File: src/rtl/pezaris_seq_multiplier.sv
// Iterative Pezaris/Baugh-Wooley multiplier that evaluates one full-adder row per clock.
// Latency: WIDTH cycles from accept to out_valid. Backpressure: holds p in DONE until out_ready; in_ready only in IDLE.
module pezaris_seq_multiplier #(
    parameter  int WIDTH = 8,
    localparam int CNT_W = (WIDTH > 1) ? $clog2(WIDTH) : 1
) (
    input  logic                 clk,
    input  logic                 rst_n,
    input  logic                 in_valid,
    output logic                 in_ready,
    input  logic [WIDTH-1:0]     a,
    input  logic [WIDTH-1:0]     b,
    input  logic                 signed_mode,
    output logic                 out_valid,
    input  logic                 out_ready,
    output logic [2*WIDTH-1:0]   p,
    output logic                 busy
);

    typedef enum logic [1:0] {
        IDLE = 2'd0,
        RUN  = 2'd1,
        DONE = 2'd2
    } state_t;

    localparam logic [CNT_W-1:0] LAST_ROW = CNT_W'(WIDTH - 1);

    state_t               state_q, state_d;
    logic [CNT_W-1:0]     cnt_q, cnt_d;
    logic [WIDTH-1:0]     a_q, a_d;
    logic [WIDTH-1:0]     b_q, b_d;
    logic                 sm_q, sm_d;
    logic [2*WIDTH-1:0]   acc_q, acc_d;
    logic [2*WIDTH-1:0]   p_q, p_d;
    logic                 in_ready_q, in_ready_d;

    logic                 last_row;
    logic [WIDTH-1:0]     pp_vec;
    logic [2*WIDTH-1:0]   row_vec;
    logic [2*WIDTH-1:0]   corr;
    logic [2*WIDTH-1:0]   row_sum;

    // Adder row: a position is type-1 (negated) in signed mode when exactly one of
    // "top multiplicand bit" and "last row" holds; the sign-bit product stays plain.
    always_comb begin
        last_row = (cnt_q == LAST_ROW);
        pp_vec   = '0;
        for (int j = 0; j < WIDTH; j++) begin
            pp_vec[j] = (a_q[j] & b_q[cnt_q]) ^ (sm_q & ((j == WIDTH - 1) ^ last_row));
        end
        row_vec = {{WIDTH{1'b0}}, pp_vec} << cnt_q;
        corr    = '0;
        if (sm_q && (cnt_q == '0)) begin
            corr[WIDTH]       = 1'b1;
            corr[2*WIDTH-1]   = 1'b1;
        end
        row_sum = acc_q + row_vec + corr;
    end

    always_comb begin
        state_d = state_q;
        cnt_d   = cnt_q;
        a_d     = a_q;
        b_d     = b_q;
        sm_d    = sm_q;
        acc_d   = acc_q;
        p_d     = p_q;
        unique case (state_q)
            IDLE: begin
                if (in_valid && in_ready_q) begin
                    a_d     = a;
                    b_d     = b;
                    sm_d    = signed_mode;
                    acc_d   = '0;
                    cnt_d   = '0;
                    state_d = RUN;
                end
            end
            RUN: begin
                acc_d = row_sum;
                cnt_d = cnt_q + 1'b1;
                if (last_row) begin
                    p_d     = row_sum;
                    cnt_d   = '0;
                    state_d = DONE;
                end
            end
            DONE: begin
                if (out_ready) begin
                    state_d = IDLE;
                end
            end
            default: state_d = IDLE;
        endcase
        in_ready_d = (state_d == IDLE);
    end

    always_ff @(posedge clk or negedge rst_n) begin
        if (!rst_n) begin
            state_q    <= IDLE;
            cnt_q      <= '0;
            a_q        <= '0;
            b_q        <= '0;
            sm_q       <= 1'b0;
            acc_q      <= '0;
            p_q        <= '0;
            in_ready_q <= 1'b0;
        end else begin
            state_q    <= state_d;
            cnt_q      <= cnt_d;
            a_q        <= a_d;
            b_q        <= b_d;
            sm_q       <= sm_d;
            acc_q      <= acc_d;
            p_q        <= p_d;
            in_ready_q <= in_ready_d;
        end
    end

    assign in_ready  = in_ready_q;
    assign out_valid = (state_q == DONE);
    assign busy      = (state_q == RUN);
    assign p         = p_q;

endmodule

File: config.mk
export PLATFORM = sky130hd
export DESIGN_NAME = pezaris_seq_multiplier
export DESIGN_NICKNAME = d
export VERILOG_FILES = /design/src/rtl/pezaris_seq_multiplier.sv
export SDC_FILE = /design/constraint.sdc
export NUM_CORES = 1
export LEC_CHECK = 0
export ABC_CLOCK_PERIOD_IN_PS = 5100
export CAP_MARGIN = 10
export CORE_MARGIN = 5
export CORE_UTILIZATION = 50
export CTS_CLUSTER_DIAMETER = 200
export DETAILED_ROUTE_END_ITERATION = 8
export PLACE_DENSITY = 0.72
export SLEW_MARGIN = 20
export SYNTH_ARGS = -nofsm -noshare
export SYNTH_HDL_FRONTEND = slang
export SYNTH_SLANG_ARGS = --single-unit
File: constraint.sdc
create_clock -name clk -period 5.1 [get_ports clk]
set_input_delay 0.765 -clock clk [delete_from_list [all_inputs] [get_ports clk]]
set_output_delay 0.765 -clock clk [all_outputs]
set_load 0.1 [all_outputs]
Word level (Yosys, flattened, before mapping):

Cells that the tools add are included.
W data, S select, Z words.

* add/sub/neg operators: 3
* multiply operators: 0
* divide/modulo/power cells: 0
* order comparisons: 1
* eq/ne operators: 4
* shift-type cells: 1
* muxes and demuxes: 12
* bitwise gates (word level): 19
* reductions and logical operators: 9

Operators with widths (count)
* $add A16 B16 Y16: 2
* $pmux W16 S2: 1
* $mux W16: 1
* $shl A8 B3 Y16: 1
* $and A1 B1 Y1: 10
* $xor A1 B1 Y1: 8
* $mux W2: 3
* $mux W3: 2
* $pmux W2 S3: 1
* $pmux W3 S2: 1
* $reduce_and A2 Y1: 3
* $logic_not A2 Y1: 2
* $lt A3 B4 Y1 const B: 1
* $add A3 B1 Y3 const B: 1
* $bmux W1 S3: 1
* $eq A3 B3 Y1 const B: 1
* $logic_not A3 Y1: 1
* $eq A2 B1 Y1 const B: 1
* $eq A2 B2 Y1 const B: 1
* $logic_and A1 B1 Y1: 2
* $mux W1: 2
* $ne A2 B2 Y1 const B: 1
* $reduce_bool A2 Y1: 1
* $not A1 Y1: 1

* register bits: 55
* latch bits: 0
* memory bits (writable): 0
* bits in read-only memories: 0
* output and inout bits: 19
* memories: 0

Logic depth before layout (Yosys ltp):

* depth after elaboration: 8
* gate-level depth with buffers: 17
* mapped depth without buffers: 15

Worst setup path before layout:

No wires, ideal clock.

* kind: reg2reg
* start point: register cnt_q[1]
* end point: register p_q[14] (netlist: p[14])
* library setup time: 0.095 ns
* data arrival time: 3.988 ns
* required time: 5.005 ns
* path slack: 1.016 ns
* cell stages (with the launch flop): 17
* path buffers: 2
* period minus slack after synthesis: 4.084 ns
* cells stage by stage: dfrtp_1 buf_6 mux4_2 or2_1 buf_6 nand2_1 a211oi_1 xnor2_1 mux2i_1 fa_1 ha_1 a211o_1 or3_1 nor3_1 o221ai_1 and3_1 o31ai_1

* cells in the longest elaborated chain, start to end: 7

RTL lines
* from (decl): line 29 `logic [CNT_W-1:0] cnt_q, cnt_d;`
* from (signal assigned): line 110 `cnt_q <= cnt_d;`
* $bmux W1 S3 or $eq A3 B3 Y1 (tied branches): line 49, 46
* $mux W1 (not written as such) or $not A1 Y1 (tied branches)
* $and A1 B1 Y1: line 49 `pp_vec[j] = (a_q[j] & b_q[cnt_q]) ^ (sm_q & ((j == WIDTH - 1) ^ last_row));`
* $xor A1 B1 Y1: line 49
* $shl A8 B3 Y16: line 51 `row_vec = {{WIDTH{1'b0}}, pp_vec} << cnt_q;`
* $add A16 B16 Y16 (2 in series): line 57 `row_sum = acc_q + row_vec + corr;`
* to (signal assigned): line 115 `p_q <= p_d;`
* to (decl): line 34 `logic [2*WIDTH-1:0] p_q, p_d;`

Several ways; a longest one is shown, not always the timed one. The select of a mux whose other input is x is not followed.
A chain may end at the register's enable or synchronous reset.

Worst setup path after layout:

Ends and elaborated chain as after synthesis.

==> qor.yml <==
outcome: "complete, no violations"
die_y_um: 95.9
grt_max_degree: 56
grt_pass1_wl_um: 13800
syn_to_final_growth_pct: 15.6
antenna_found_initial: 0
holdCritStartpoint: "p[10]"
post-route-min-period_ns: 4.46
clk_latency_ns: 0.31
synth_top_family_by_area: "compound AO/OA/AOI/OAI gates"
root_buffer: "clkbuf_8"
io_buffers: 39
cts_tree: "yes"
cts.path.max_buffers: 2
cp-start-kind: "flop"
finalCritPeriodShare: 0.875
grtUsageTotal: 0.191
syn-num-nets: 444
placed_cell_area_sq_um: 4160
hold_viol_final: 0
place_congestion: 0.891
num_antenna_cells: 0
fin_area_sq_um: 4260
gr-total-overflow: 0
initial_utilization: 0.511
cpLargestDelayFamily: "simple AND/OR/NAND/NOR gates"
critPathBufInv: 0
cts_buffers: 5
crit_required_ns: 5.31
crit_slowest_cell: "mux4_2"
syn-cell-area_sq_um: 3690
max_slew_margin: 0.341
cap_violations: 0
rows: 31
drcViolationCount: 0
grt_pass1_vias: 2867
dieArea_sq_um: 9190
io_pins: 40
yosys_warnings: 0
drtPass1Iterations: 4
final-setup-viol-count: 0
synthAdderAreaFrac: 0.116
finalClockSkew_ns: 0.00759
yosys.area_share.xor_xnor: 0.0465
syn_inst: 390
die_w_um: 95.9
cts_num_sinks: 55
async_flop_share: 1.00
nNetsFinal: 476
worstPathCellList: "mux4_2, or2_1, nand2_1, a211oi_1, xnor2_1, mux2i_1, fa_1, ha_1, a211o_1, or3_1, nor3_1, o221ai_1, and3_1, o31ai_1"
hp-class: "reg2reg"
ys.flop_type: "dfrtp_1"
ctsResizeCount: 0
synth-edff-count: 0
yosys.area_share.simple: 0.152
slowest_delay_ns: 0.58
core_region_area_sq_um: 7210
vias: 2972
r2r-start: "cnt_q[1]"
wl_per_cell_um: 15.8
synth_compound_area_frac: 0.176
vias_per_cell: 5.70
totalWireLength_um: 8260
setup-tns-final_ns: 0
place_hpwl_um: 6230
worstPathMaxFanout: 9
ys_seq_area_frac: 0.373
synth_seq_cells: 55
clk_pin_slew_ns: 0.10
cts_setup_buffers: 0
critPathKind: "reg2reg"
synth.distinct_cells: 54
maxSlewViolCount: 0
rsz0062_at_grt: "no"
dr.first_iter.drc_count: 168
worst_pin_slew_ns: 0.986
synth_mux_area_frac: 0.100
syn_area_per_cell_sq_um: 9.45
htreeDepth: 2
arrival_ns: 4.68
drive_gt1_frac: 0.107
crit_start: "cnt_q[1]"
crit_path_end_kind: "flop"
postRouteAntennaNets: 0
fmax_mhz: 224
postCtsHoldBufs: 0
final timing paths:
path	endpoint	slack (ns)	cells after the start
worst max register to register	p[14]	0.64	14
max in group asynchronous	acc_q[4]	4.03	2
worst min-delay path	p[10]	0.49	2
worst min register to register	p[10]	0.49	2
worst max-delay path	p[14]	0.64	14
min in group asynchronous	p[11]	0.55	2
placed cells by master (no fill, tap or decap), types with 8 or more instances in the layout:
master and n:
mux2i_1 11, buf_4 8, o22ai_1 8, o31ai_1 10, nor2_1 19, inv_1 9
ha_1 31, o21ai_0 28, nor3_1 11, clkdlybuf4s50_1 38, xnor2_1 13, mux2_2 21
a21oi_1 20, dfrtp_1 55, nand2_1 54
state kept, by name, summed over array words and instances, names as in the netlist:
name / cells
sm_q: 1
b_q: 8
cnt_q: 3
state_q: 2
in_ready: 1
p: 16
a_q: 8
acc_q: 16
synthesized netlist by cell type, drive strengths merged (2+ instances only):
cell type / n / area share
xor2: 4 / 0.0095
fa: 2 / 0.011
nand3: 5 / 0.0081
o31ai: 10 / 0.020
or3: 3 / 0.0051
o221ai: 2 / 0.0048
a31oi: 3 / 0.0051
a22o: 3 / 0.0071
dfrtp: 55 / 0.37
ha: 31 / 0.11
or2: 4 / 0.0068
o211ai: 3 / 0.0061
o21a: 5 / 0.010
nor2b: 3 / 0.0051
and2: 4 / 0.0068
nand2b: 5 / 0.0085
mux2i: 11 / 0.030
nor2: 19 / 0.019
nor3: 12 / 0.016
mux2: 21 / 0.064
and3: 4 / 0.0068
nand2: 54 / 0.055
clkbuf: 17 / 0.017
inv: 9 / 0.0092
a21oi: 20 / 0.027
a21o: 2 / 0.0041
buf: 5 / 0.010
xnor2: 13 / 0.031
o21ai: 28 / 0.038
nand3b: 2 / 0.0041
a31o: 2 / 0.0048
a211o: 3 / 0.0071
a211oi: 2 / 0.0041
o22ai: 8 / 0.014
layout make-up:
type / count / area, sq um
clock buffer: 6 / 72.6
clock inverter: 1 / 30.0
fill: 636 / 2950
inverter: 9 / 33.8
multi-input combinational: 304 / 2180
sequential: 55 / 1380
tap: 99 / 124
timing repair buffer: 47 / 445
worst reg2reg max path, cell delays in order, from the launching register on:
cell and delay [ns]:
dfrtp_1 0.48, mux4_2 0.58, or2_1 0.34, nand2_1 0.28, a211oi_1 0.10, xnor2_1 0.16
mux2i_1 0.16, fa_1 0.44, ha_1 0.26, a211o_1 0.31, or3_1 0.31, nor3_1 0.30
o221ai_1 0.20, and3_1 0.21, o31ai_1 0.23
metrics by stage:
step | util | worst slack (ns) | cells | hold WS [ns]
after floorplan | - | 1.02 | 390 | 0.455
after global placement | 0.577 | 0.774 | 514 | 0.461
after detailed placement | 0.577 | 0.638 | 514 | 0.469
after CTS | 0.591 | 0.632 | 521 | 0.493
after global routing | 0.591 | 0.253 | 521 | 0.513
final | 0.591 | 0.637 | 521 | 0.485
cells by family (layout without fill, tap and decap cells):
kind of cell | count (synthesis) | in the layout
DFF | 55 | 55
AOI/OAI and AO/OA | 100 | 100
adders and majority gates | 33 | 33
buffers and inverters | 31 | 63
muxes | 33 | 33
and+or+nand+nor | 120 | 120
xor gates and xnor gates | 18 | 18
metal layers:
| metal | vias to the layer above | GRT usage | part of all wire |
|---|---|---|---|
| li1 | 1470 | - | - |
| met1 | 1412 | 0.261 | 0.47 |
| met2 | 76 | 0.314 | 0.48 |
| met3 | 14 | 0.0360 | 0.039 |
| met4 | 0 | 0.0486 | 0.016 |
| met5 | - | 0 | 0 |
Power is left out: the tool's default activity adds up to more than one toggle a clock period on the data nets, which glitch-free logic cannot reach.
